==> src/rtl/z80_io_mailbox.sv <==
// Z80 IORQ/RD/WR responder bridging CPU port accesses to TX FIFO / RX holding byte streams.
// Optional interrupt support (ie, int_n, IM2 vector) is built when Z80_IO_MAILBOX_IRQ_EN is defined.
module z80_io_mailbox #(
    parameter logic [7:0] BASE_ADDR  = 8'h40,
    parameter int         TX_DEPTH   = 4,
    parameter logic [7:0] IRQ_VECTOR = 8'hF0
) (
    input  logic       clk,
    input  logic       rst,
    input  logic [7:0] a,
    input  logic [7:0] d_in,
    output logic [7:0] d_out,
    output logic       d_oe,
    input  logic       iorq_n,
    input  logic       rd_n,
    input  logic       wr_n,
    input  logic       m1_n,
    output logic       int_n,
    output logic [7:0] tx_data,
    output logic       tx_valid,
    input  logic       tx_ready,
    input  logic [7:0] rx_data,
    input  logic       rx_valid,
    output logic       rx_ready
);
    localparam int AW = $clog2(TX_DEPTH);

    logic [1:0] iorq_sync_q, rd_sync_q, wr_sync_q, m1_sync_q;
    logic [1:0] settle_q;
    logic       armed_q;
    logic       iorq_s, rd_s, wr_s, m1_s;

    always_ff @(posedge clk or posedge rst) begin
        if (rst) begin
            iorq_sync_q <= 2'b11;
            rd_sync_q   <= 2'b11;
            wr_sync_q   <= 2'b11;
            m1_sync_q   <= 2'b11;
            settle_q    <= 2'b00;
            armed_q     <= 1'b0;
        end else begin
            iorq_sync_q <= {iorq_sync_q[0], iorq_n};
            rd_sync_q   <= {rd_sync_q[0], rd_n};
            wr_sync_q   <= {wr_sync_q[0], wr_n};
            m1_sync_q   <= {m1_sync_q[0], m1_n};
            settle_q    <= {settle_q[0], 1'b1};
            // Only arm once the synchronizers hold real pin state and IORQ is idle,
            // so a cycle straddling reset release is ignored entirely.
            if (settle_q[1] && iorq_s)
                armed_q <= 1'b1;
        end
    end

    assign iorq_s = iorq_sync_q[1];
    assign rd_s   = rd_sync_q[1];
    assign wr_s   = wr_sync_q[1];
    assign m1_s   = m1_sync_q[1];

    logic hit, io_rd, io_wr;
    logic io_rd_q, io_wr_q, rd_port_q;
    logic wr_rise, rd_fall, data_wr, stat_wr, rx_pop;

    assign hit     = (a[7:1] == BASE_ADDR[7:1]);
    assign io_rd   = armed_q & ~iorq_s & ~rd_s & m1_s & hit;
    assign io_wr   = armed_q & ~iorq_s & ~wr_s & m1_s & hit;
    assign wr_rise = io_wr & ~io_wr_q;
    assign rd_fall = io_rd_q & ~io_rd;
    assign data_wr = wr_rise & ~a[0];
    assign stat_wr = wr_rise & a[0];

    // TX FIFO: extra pointer bit distinguishes full from empty
    logic [7:0]  tx_mem [TX_DEPTH];
    logic [AW:0] wr_ptr_q, rd_ptr_q;
    logic        tx_full, tx_empty, tx_push, tx_pop;

    assign tx_empty = (wr_ptr_q == rd_ptr_q);
    assign tx_full  = (wr_ptr_q[AW] != rd_ptr_q[AW]) && (wr_ptr_q[AW-1:0] == rd_ptr_q[AW-1:0]);
    assign tx_valid = ~tx_empty;
    assign tx_data  = tx_mem[rd_ptr_q[AW-1:0]];
    assign tx_push  = data_wr & ~tx_full;
    assign tx_pop   = tx_valid & tx_ready;

    always_ff @(posedge clk) begin
        if (tx_push)
            tx_mem[wr_ptr_q[AW-1:0]] <= d_in;
    end

    logic       ovf_q, rx_full_q;
    logic [7:0] rx_hold_q;
    logic       ie_bit;
    logic [7:0] status;
    logic [7:0] d_out_d, d_out_q;
    logic       d_oe_d, d_oe_q;

    assign rx_ready = ~rx_full_q;
    assign rx_pop   = rd_fall & ~rd_port_q & rx_full_q;
    assign status   = {ovf_q, 3'b000, ie_bit, tx_empty, tx_full, rx_full_q};

    always_ff @(posedge clk or posedge rst) begin
        if (rst) begin
            io_rd_q   <= 1'b0;
            io_wr_q   <= 1'b0;
            rd_port_q <= 1'b0;
            wr_ptr_q  <= '0;
            rd_ptr_q  <= '0;
            ovf_q     <= 1'b0;
            rx_full_q <= 1'b0;
            rx_hold_q <= 8'h00;
            d_out_q   <= 8'h00;
            d_oe_q    <= 1'b0;
        end else begin
            io_rd_q <= io_rd;
            io_wr_q <= io_wr;
            if (io_rd)
                rd_port_q <= a[0];
            if (tx_push)
                wr_ptr_q <= wr_ptr_q + {{AW{1'b0}}, 1'b1};
            if (tx_pop)
                rd_ptr_q <= rd_ptr_q + {{AW{1'b0}}, 1'b1};
            if (stat_wr && d_in[7])
                ovf_q <= 1'b0;
            else if (data_wr && tx_full)
                ovf_q <= 1'b1;
            if (rx_pop) begin
                rx_full_q <= 1'b0;
            end else if (rx_valid && !rx_full_q) begin
                rx_full_q <= 1'b1;
                rx_hold_q <= rx_data;
            end
            d_out_q <= d_out_d;
            d_oe_q  <= d_oe_d;
        end
    end

`ifdef Z80_IO_MAILBOX_IRQ_EN
    logic ie_q, int_n_q, inta;

    assign inta   = armed_q & ~iorq_s & ~m1_s;
    assign ie_bit = ie_q;
    assign int_n  = int_n_q;

    always_ff @(posedge clk or posedge rst) begin
        if (rst) begin
            ie_q    <= 1'b0;
            int_n_q <= 1'b1;
        end else begin
            if (stat_wr)
                ie_q <= d_in[3];
            int_n_q <= ~(ie_q & rx_full_q);
        end
    end

    always_comb begin
        d_oe_d  = io_rd | inta;
        d_out_d = 8'h00;
        if (inta)
            d_out_d = IRQ_VECTOR;
        else if (io_rd)
            d_out_d = a[0] ? status : (rx_full_q ? rx_hold_q : 8'hFF);
    end
`else
    assign ie_bit = 1'b0;
    assign int_n  = 1'b1;

    always_comb begin
        d_oe_d  = io_rd;
        d_out_d = 8'h00;
        if (io_rd)
            d_out_d = a[0] ? status : (rx_full_q ? rx_hold_q : 8'hFF);
    end
`endif

    assign d_out = d_out_q;
    assign d_oe  = d_oe_q;
endmodule

==> config.mk <==
export PLATFORM = sky130hd
export DESIGN_NAME = z80_io_mailbox
export DESIGN_NICKNAME = d
export VERILOG_FILES = /design/src/rtl/z80_io_mailbox.sv
export SDC_FILE = /design/constraint.sdc
export NUM_CORES = 1
export LEC_CHECK = 0
export CORE_MARGIN = 10
export CORE_UTILIZATION = 30
export CTS_BUF_LIST = sky130_fd_sc_hd__clkbuf_16
export CTS_CLUSTER_SIZE = 10
export DETAILED_ROUTE_END_ITERATION = 8
export MAX_ROUTING_LAYER = met4
export PLACE_DENSITY = 0.54
export SYNTH_ARGS = -nofsm -noshare
export SYNTH_HDL_FRONTEND = slang
export SYNTH_SLANG_ARGS = --single-unit
==> constraint.sdc <==
create_clock -name clk -period 2.6 [get_ports clk]
set_clock_uncertainty 0.2 [all_clocks]
set_input_delay 0.52 -clock clk [delete_from_list [all_inputs] [get_ports clk]]
set_output_delay 0.52 -clock clk [all_outputs]
set_load 0.05 [all_outputs]
==> flow_results.org, run 1 <==
** Drt
- For this block, the routed nets add up to 5008 um of wire.
- In the final routed layout, each cell accounts on average for 14.47 um.
- After detailed routing, the number of vias per cell comes to 4.301.
- Number of vias after detailed routing :: approximately 1500
- In the routed design, unresolved DRC markers number 0.
- The first routing iteration left 86 violations.
- The first TritonRoute pass finished after 5 iterations.
- Count of nets left with antenna violations after detail routing :: 0

** Place
- Final weighted congestion of routability-driven global placement :: 0.6806
- DP Worst Slack :: -0.3665 ns
- The count of buffers added on input and output ports is 50.
- DP Wirelength :: 3591 um

** Worst setup path
- Path type of the worst setup path :: in -> reg
- At the worst endpoint, the required time is 2.44 ns.
- The endpoint identified for the worst register-to-register timing path is tx_mem[3][5]$_DFFE_PP_.
- STA classifies the critical path startpoint as a primary input.
- STA classifies the critical path endpoint as a register.
- Logic depth of the worst register-to-register path :: 4
- Crit Reg-Reg Startpoint :: m1_sync_q[1]$_DFF_PP1_
- Across all register-to-register paths, the minimum setup slack is 0.07 ns.
- Of all nets on the critical path, the largest fanout is 4.
- Data on the critical path arrives at its endpoint at approximately 2.4 ns.

** Power and ir drop
- Across the VDD grid, the largest voltage drop is 408.0 uV.
- Overall power consumption :: 0.003503 W
- For this design the static power due to leakage is 1.537 nW.
- Cell Pwr Density :: around 920 nW/um2

** Floorplanning
- The floorplan step defined a die boundary enclosing 13100 um2.
- Chip width :: 114.5 um
- Measured along the y axis, the die boundary spans about 110 um.
- Pin placement for this block handled 52 I/O pins.
- In this run the core area contains 34 standard-cell rows.
- The region available for standard cell placement spans 8721 um2.
- Starting density of the core :: 30.69%

** Timing
- Dividing the final minimum period by the clock period gives 97.91%.
- Counting I/O delays and the setup requirement, the final critical path takes 2.546 ns.
- Final setup margin :: 0.05424 ns
- Number of endpoints with negative hold slack in the final report :: 0
- Pin slew with the least headroom to its limit :: 0.5302 ns
- In the final timing run, aggregate negative setup slack is 0 ns.
- Count of final max-slew check failures :: 0
- Setup repair after global routing could not meet its margin everywhere.
- Highest clock rate :: ~390 MHz
- Max-Slew Margin vs Limit :: between 60% and 70%
- Final number of setup-violating endpoints :: 0

** Logic synthesis
- Synthesis produced 160 cells.
- Average footprint of a synthesized cell :: around 17 um2
- Sequential share of the synthesized area :: 71.81%
- After synthesis, the largest area contributor takes up 35.90% of total cell area.
- Synth warnings :: 0
- Number of distinct library cells after synthesis :: 36
- Cell area after synthesis :: ~2700 um2
- Cell types with the largest area share after synthesis :: sky130_fd_sc_hd__edfxtp_1, sky130_fd_sc_hd__dfrtp_1, sky130_fd_sc_hd__dfstp_2
- The largest total area in the synthesized netlist belongs to sky130_fd_sc_hd__edfxtp_1.
- The synthesized design contains 70 register bits.

** GRT
- Global-route wire length before repair :: between 8000 and 9000 um
- Total congestion overflow after global routing :: 0
- For this run, the total global-route usage over all layers was measured as about 8.3%.
- The number of antenna violations at the first check in global routing was 0.
- Number of global-route vias before repair :: 1614
- Pin count of the biggest net entering global routing :: 39

** Clock network
- Skew-Pair Late Insertion Delay :: 0.32 ns
- CTS Buf Count :: 9
- Clock-pin slew on the worst setup and hold paths :: 0.05 ns
- Counting along the longest clock path gives a buffer depth of 2.
- TritonCTS built the clock tree.
- Counting every sink on the clock net gives 70.
- For this design, the CTS-stage hold fixing added 0 buffers.
- The H-tree generated during clock tree synthesis spans 3 levels.
- The root buffer cell chosen for the clock tree is sky130_fd_sc_hd__clkbuf_16.

** Final layout
- Signed area change from the synthesized netlist to the final layout :: 42.36%
- Commonest non-fill, non-tap cell in the layout :: sky130_fd_sc_hd__clkdlybuf4s50_1
- For this run, the post-layout net count is between 200 and 300.
- Post-layout utilization of the core :: between 40 and 50%
- After filler insertion, the fill cell instance count of the layout stands at 760.
- Area taken by multi-input logic gates :: 691.9 um2
- Number of antenna repair diodes :: 0
- The post-route netlist has 28.15% of its cells at a drive strength greater than 1.
- The sequential cells in the finished layout cover a total of 1922 um2.
- Leaving out fill and tap cells, the most frequent cells in the layout are sky130_fd_sc_hd__clkdlybuf4s50_1, sky130_fd_sc_hd__edfxtp_1, sky130_fd_sc_hd__dfrtp_1.

** Min path
- Worst Hold Endpoint :: settle_q[1]$_DFF_PP0_
- The worst hold path passes through 0 cells.
- Min-delay worst type :: reg -> reg
- The startpoint identified for the worst hold timing path is settle_q[0]$_DFF_PP0_.

** Job
- The tool flagged a number of max-cap violations equal to 0.

** Run status
- Result of the run :: completed
worst max-delay path by stage:
stage | slack (ns) | depth (start not counted) | endpoint | from
3_3_place_gp | -0.37 | 5 | tx_mem[3][1]$_DFFE_PP_ | a[2]
2_1_floorplan | -0.03 | 3 | tx_mem[3][0]$_DFFE_PP_ | a[2]
5_1_grt | -0.03 | 4 | tx_mem[3][5]$_DFFE_PP_ | m1_sync_q[1]$_DFF_PP1_
3_5_place_dp | -0.37 | 5 | tx_mem[3][1]$_DFFE_PP_ | a[2]
4_1_cts | 0.01 | 4 | tx_mem[3][5]$_DFFE_PP_ | m1_sync_q[1]$_DFF_PP1_
6_report | 0.05 | 5 | tx_mem[3][5]$_DFFE_PP_ | a[2]
flip-flops by register name (all words and copies together), names as in the netlist:
register and cells:
tx_mem 32, d_out 8, rx_hold_q 8, rd_ptr_q 3
wr_ptr_q 3, iorq_sync_q 2, m1_sync_q 2, rd_sync_q 2
settle_q 2, wr_sync_q 2, armed_q 1, d_oe 1
io_wr_q 1, ovf_q 1, rd_port_q 1, rx_full_q 1
synthesized netlist by cell type:
cell,instances
sky130_fd_sc_hd__buf_2,2
sky130_fd_sc_hd__or2_0,1
sky130_fd_sc_hd__o211a_1,1
sky130_fd_sc_hd__or2_1,1
sky130_fd_sc_hd__or4bb_1,1
sky130_fd_sc_hd__a21o_1,2
sky130_fd_sc_hd__nor3_1,3
sky130_fd_sc_hd__dfstp_2,8
sky130_fd_sc_hd__or4_1,1
sky130_fd_sc_hd__nand3_1,2
sky130_fd_sc_hd__o311a_1,1
sky130_fd_sc_hd__o21ai_0,4
sky130_fd_sc_hd__xnor2_1,6
sky130_fd_sc_hd__mux4_2,8
sky130_fd_sc_hd__ha_1,5
sky130_fd_sc_hd__nand2b_1,2
sky130_fd_sc_hd__mux2_2,7
sky130_fd_sc_hd__and3_1,1
sky130_fd_sc_hd__nor4b_4,1
sky130_fd_sc_hd__a21oi_1,4
sky130_fd_sc_hd__a211oi_1,3
sky130_fd_sc_hd__nand2_1,6
sky130_fd_sc_hd__nor2_1,3
sky130_fd_sc_hd__dfrtp_1,30
sky130_fd_sc_hd__edfxtp_1,32
sky130_fd_sc_hd__inv_1,10
sky130_fd_sc_hd__or4b_4,1
sky130_fd_sc_hd__nor4_1,1
sky130_fd_sc_hd__nand3b_1,2
sky130_fd_sc_hd__or4_4,1
sky130_fd_sc_hd__nor2b_1,1
sky130_fd_sc_hd__clkbuf_1,3
sky130_fd_sc_hd__conb_1,1
sky130_fd_sc_hd__buf_4,1
sky130_fd_sc_hd__xor2_1,1
sky130_fd_sc_hd__and2_1,3
layer usage:
layer  GRT usage [%]  vias to the layer above  wire, um
met3           2.358                        7       120
met4           4.762                        0       112
met5               -                        -         0
met2           13.06                       21      2751
li1                -                      726         -
met1           9.216                      734      2023
critical path: stages:
cell and delay [ns]:
sky130_fd_sc_hd__clkdlybuf4s15_1 0.16, sky130_fd_sc_hd__or4_4 0.53, sky130_fd_sc_hd__or4b_4 0.55, sky130_fd_sc_hd__nor4b_4 0.31
sky130_fd_sc_hd__bufbuf_16 0.31
per-stage QoR:
| step | hold WS [ns] | cell area (um2) | cells |
|---|---|---|---|
| after detailed placement | 0.1364 | 3425 | 326 |
| after global routing | 0.1573 | 3810 | 346 |
| final | 0.1465 | 3810 | 346 |
| after global placement | 0.1320 | 3425 | 326 |
| after floorplan | 0.1312 | 2680 | 161 |
| after CTS | 0.1492 | 3802 | 345 |
layout make-up:
| cell class | count | area share [%] |
|---|---|---|
| Multi-Input combinational cell | 75 | 18.16 |
| Inverter | 10 | 0.9852 |
| Sequential cell | 70 | 50.44 |
| Clock buffer | 10 | 6.568 |
| Clock inverter | 6 | 2.135 |
| Tap cell | 108 | 3.547 |
| Timing Repair Buffer | 67 | 18.16 |
power by group:
part	total [W]	switching (W)	internal, W	leakage (nW)
Sequential	0.00133	0.0000711	0.00126	0.746
Combinational	0.000853	0.000483	0.000370	0.626
Clock	0.00132	0.000425	0.000892	0.166
Total	0.00350	0.000979	0.00252	1.54
cells by family after synthesis:
| logic type | share of synthesized area, % |
|---|---|
| buffers and inverters | 2.478 |
| other | 0.1401 |
| XOR/XNOR | 2.291 |
| multiplexers | 9.677 |
| flip-flops | 71.81 |
| AND/OR/NAND/NOR | 7.621 |
| adder cells (fa/ha/maj) | 2.338 |
| AO/OA/AOI/OAI | 3.646 |
timing repair:
item / in CTS / in global routing
resized for setup: 9 / 0
setup buffers: 2 / 1
gates cloned: 1 / 0
pin swaps: 0 / 1
endpoints found under the setup margin: 8 / 4
Note: power is estimated with default switching activity, not from simulation.
==> inputs of run 2 (changes only) <==
CTS_CLUSTER_SIZE = 8   (was 10)
==> results of run 2 <==
Final layout, timing and power as in run 1 (identical DEF).
==> inputs of run 3 (changes only) <==
SKIP_CTS_REPAIR_TIMING = 1   (was not set)
==> run 3 against run 2 <==
Compared with the run above: critical path depth stayed put; non-clock buffer count shrank 2; die area unchanged; total power is essentially flat; register-to-register slack about the same; combinational power hardly changed; highest routed layer unchanged.
==> flow_results.org, run 3 (same netlist as run 1, synthesis figures left out) <==
** Worst setup path
- The worst setup path is captured at a register.
- Critical Path Slowest Stage Cell :: sky130_fd_sc_hd__or4b_4
- STA puts the critical path data arrival time at 2.39 ns.
- Cell Chain, Critical Path :: or4bb_1 -> or4b_4 -> nor4b_4 -> buf_4 -> clkbuf_16
- Delay of the slowest critical-path stage :: around 0.56 ns
- Data on the critical path is required at its endpoint by 2.44 ns.
- Counting both buffers and inverters, the worst setup path holds a total of 2.
- Category of the worst setup path launch point :: register
- In this run the worst path has a maximum fanout of 4.
- On the critical path the largest part of the delay comes from simple AND/OR/NAND/NOR gates.
- The critical path in this run is classified as reg -> reg.

** GRT
- Global-route wire length before repair :: 8024 um
- Entering global routing, the biggest net connects 39 pins.
- The number of antenna violations at the first check in global routing came to 0.
- Total routing resource utilization after global routing :: 8.165%
- Gr busiest metal :: met2
- For met1 alone, demand over resource in global routing was 9.123%.
- Number of global-route vias before repair :: 1598
- Total congestion overflow after global routing :: 0
- Global routing consumed, on the met2 layer, ~13% of the routing resources.
- In the global route stage, met3 resource usage came out at around 2.4%.

** Min path
- The path class of the tightest hold or removal check is reg -> reg.

** Timing
- Final number of setup-violating endpoints :: 0
- Highest clock rate :: 393.2 MHz
- Final setup margin :: between 0.05 and 0.06 ns
- Worst hold margin :: 0.1466 ns
- Setup_tns :: 0 ns
- After layout, the minimum clock period comes to 2.543 ns.
- Unrepaired setup endpoints after global routing :: yes
- The final critical path takes up about 100% of the cycle.
- Count of final max-slew check failures :: 0
- Number of endpoints with negative hold slack in the final report :: 0
- Pin slew with the least headroom to its limit :: about 0.53 ns
- Max-Slew Margin vs Limit :: about 65%

** Clock network
- Clock-pin slew on the worst setup and hold paths :: approximately 0.05 ns
- Level count of the clock H-tree :: 3
- Root Buffer Master :: sky130_fd_sc_hd__clkbuf_16
- Clock tree from TritonCTS :: built
- The number of clock buffers added by TritonCTS is 9.
- Clock sinks :: 70
- Clock latency on the worst-skew pair, taken at its later pin, is between 0.3 and 0.4 ns.
- The clock passes through at most 2 buffers.

** Final layout
- Number of inserted filler cells in the final layout :: 759
- Commonest non-fill, non-tap cell in the layout :: sky130_fd_sc_hd__clkdlybuf4s50_1
- The area growth from synthesis to layout is 42.03%.
- Number of antenna repair diodes :: 0
- In the final layout, the share of cells above drive strength 1 is 27.54%.
- Largest register FFs :: 32
- Net count of the finished layout :: 268
- The library cells used most frequently in the layout, excluding fill and tap cells, are sky130_fd_sc_hd__clkdlybuf4s50_1, sky130_fd_sc_hd__edfxtp_1, sky130_fd_sc_hd__dfrtp_1.
- Post-layout utilization of the core :: 43.59%

** Drt
- DR vias/cell :: 4.265
- After the first detailed-routing iteration, the DRC count stood at 66.
- Number of vias after detailed routing :: 1467
- The first TritonRoute pass finished after 5 iterations.
- Count of nets left with antenna violations after detail routing :: 0
- Number of remaining DRC errors :: 0
- Per-cell routed wire length :: around 15 um
- Aggregate routed wire length :: between 4000 and 5000 um

** Place
- The congestion estimate from routability-driven global placement came to about 0.68.
- In this run the tool buffered the top-level ports with 50 buffer cells.
- After legalization and detailed placement, the total HPWL measured 3591 um.
- DP Worst Slack :: -0.3665 ns

** Floorplanning
- Total Die Area :: 13100 um2
- I/O pin total :: 52
- Area inside the core boundary :: slightly below 9000 um2
- Starting density of the core :: 30.69%
- Chip width :: 114.5 um
- Row count :: 34
- In this run the vertical extent of the chip is ~110 um.

** Power and ir drop
- Proportion of power drawn by combinational gates :: 24.4%
- In this run the power spent charging and discharging nets is 0.0009777 W.
- The internal power of the cells totals 0.002524 W.
- Leakage power total :: 1.566 nW
- The worst-case IR drop observed on VDD is between 400 and 500 uV.
- Per report_power, the sequential group accounts for a little under two fifths of the total.
- Clock network power share :: a little under two fifths
- Net switching fraction of the power :: about 28%
- Cell Pwr Density :: 921.1 nW/um2
- Summing internal, switching and leakage power gives 0.003501 W.

** Job
- The tool flagged a number of max-cap violations equal to 0.

** Run status
- Result of the run :: completed
## run 3: final timing paths
kind	start	endpoint	slack (ns)	cells after the start
setup / recovery	m1_sync_q[1]$_DFF_PP1_	tx_mem[3][5]$_DFFE_PP_	0.06	5
hold / removal	settle_q[0]$_DFF_PP0_	settle_q[1]$_DFF_PP0_	0.15	0
setup reg to reg	m1_sync_q[1]$_DFF_PP1_	tx_mem[3][5]$_DFFE_PP_	0.06	5
hold reg to reg	settle_q[0]$_DFF_PP0_	settle_q[1]$_DFF_PP0_	0.15	0
max in group asynchronous	rst	wr_sync_q[1]$_DFF_PP1_	1.45	3
min in group asynchronous	rst	rx_hold_q[2]$_DFFE_PP0P_	0.40	3
## run 3: routing by layer
layer	share of wire (%)	routed length, um	up-vias
met5	0	0	-
met1	40	2022	718
met4	2.2	112	0
met2	54	2720	22
met3	2.8	140	8
li1	-	-	719
## run 3: final cells by class
class | count | area (um2) | area share, %
Sequential cell | 70 | 1922 | 50.56
Multi-Input combinational cell | 75 | 691.9 | 18.20
Timing Repair Buffer | 65 | 683.2 | 17.97
Clock buffer | 10 | 250.2 | 6.583
Tap cell | 108 | 135.1 | 3.555
Clock inverter | 6 | 81.33 | 2.140
Inverter | 10 | 37.54 | 0.9875
## run 3: power groups by stage
stage               Combinational, W  Clock (W)  Sequential, W
finish                      0.000855    0.00131        0.00133
global route                0.000924    0.00141        0.00135
CTS                         0.000872    0.00135        0.00134
detailed placement          0.000870          0        0.00136
global placement            0.000862          0        0.00136
floorplan                   0.000632          0        0.00132
## run 3: metrics by stage
step | instance area, um2 | cells
after floorplan | 2680 | 161
after global placement | 3425 | 326
after detailed placement | 3425 | 326
after CTS | 3756 | 342
after global routing | 3801 | 344
final | 3801 | 344
## run 3: worst reg2reg max path: stages (launching register included)
cell and delay [ns]:
sky130_fd_sc_hd__dfstp_2 0.50, sky130_fd_sc_hd__or4bb_1 0.43, sky130_fd_sc_hd__or4b_4 0.56, sky130_fd_sc_hd__nor4b_4 0.25, sky130_fd_sc_hd__buf_4 0.18, sky130_fd_sc_hd__clkbuf_16 0.14
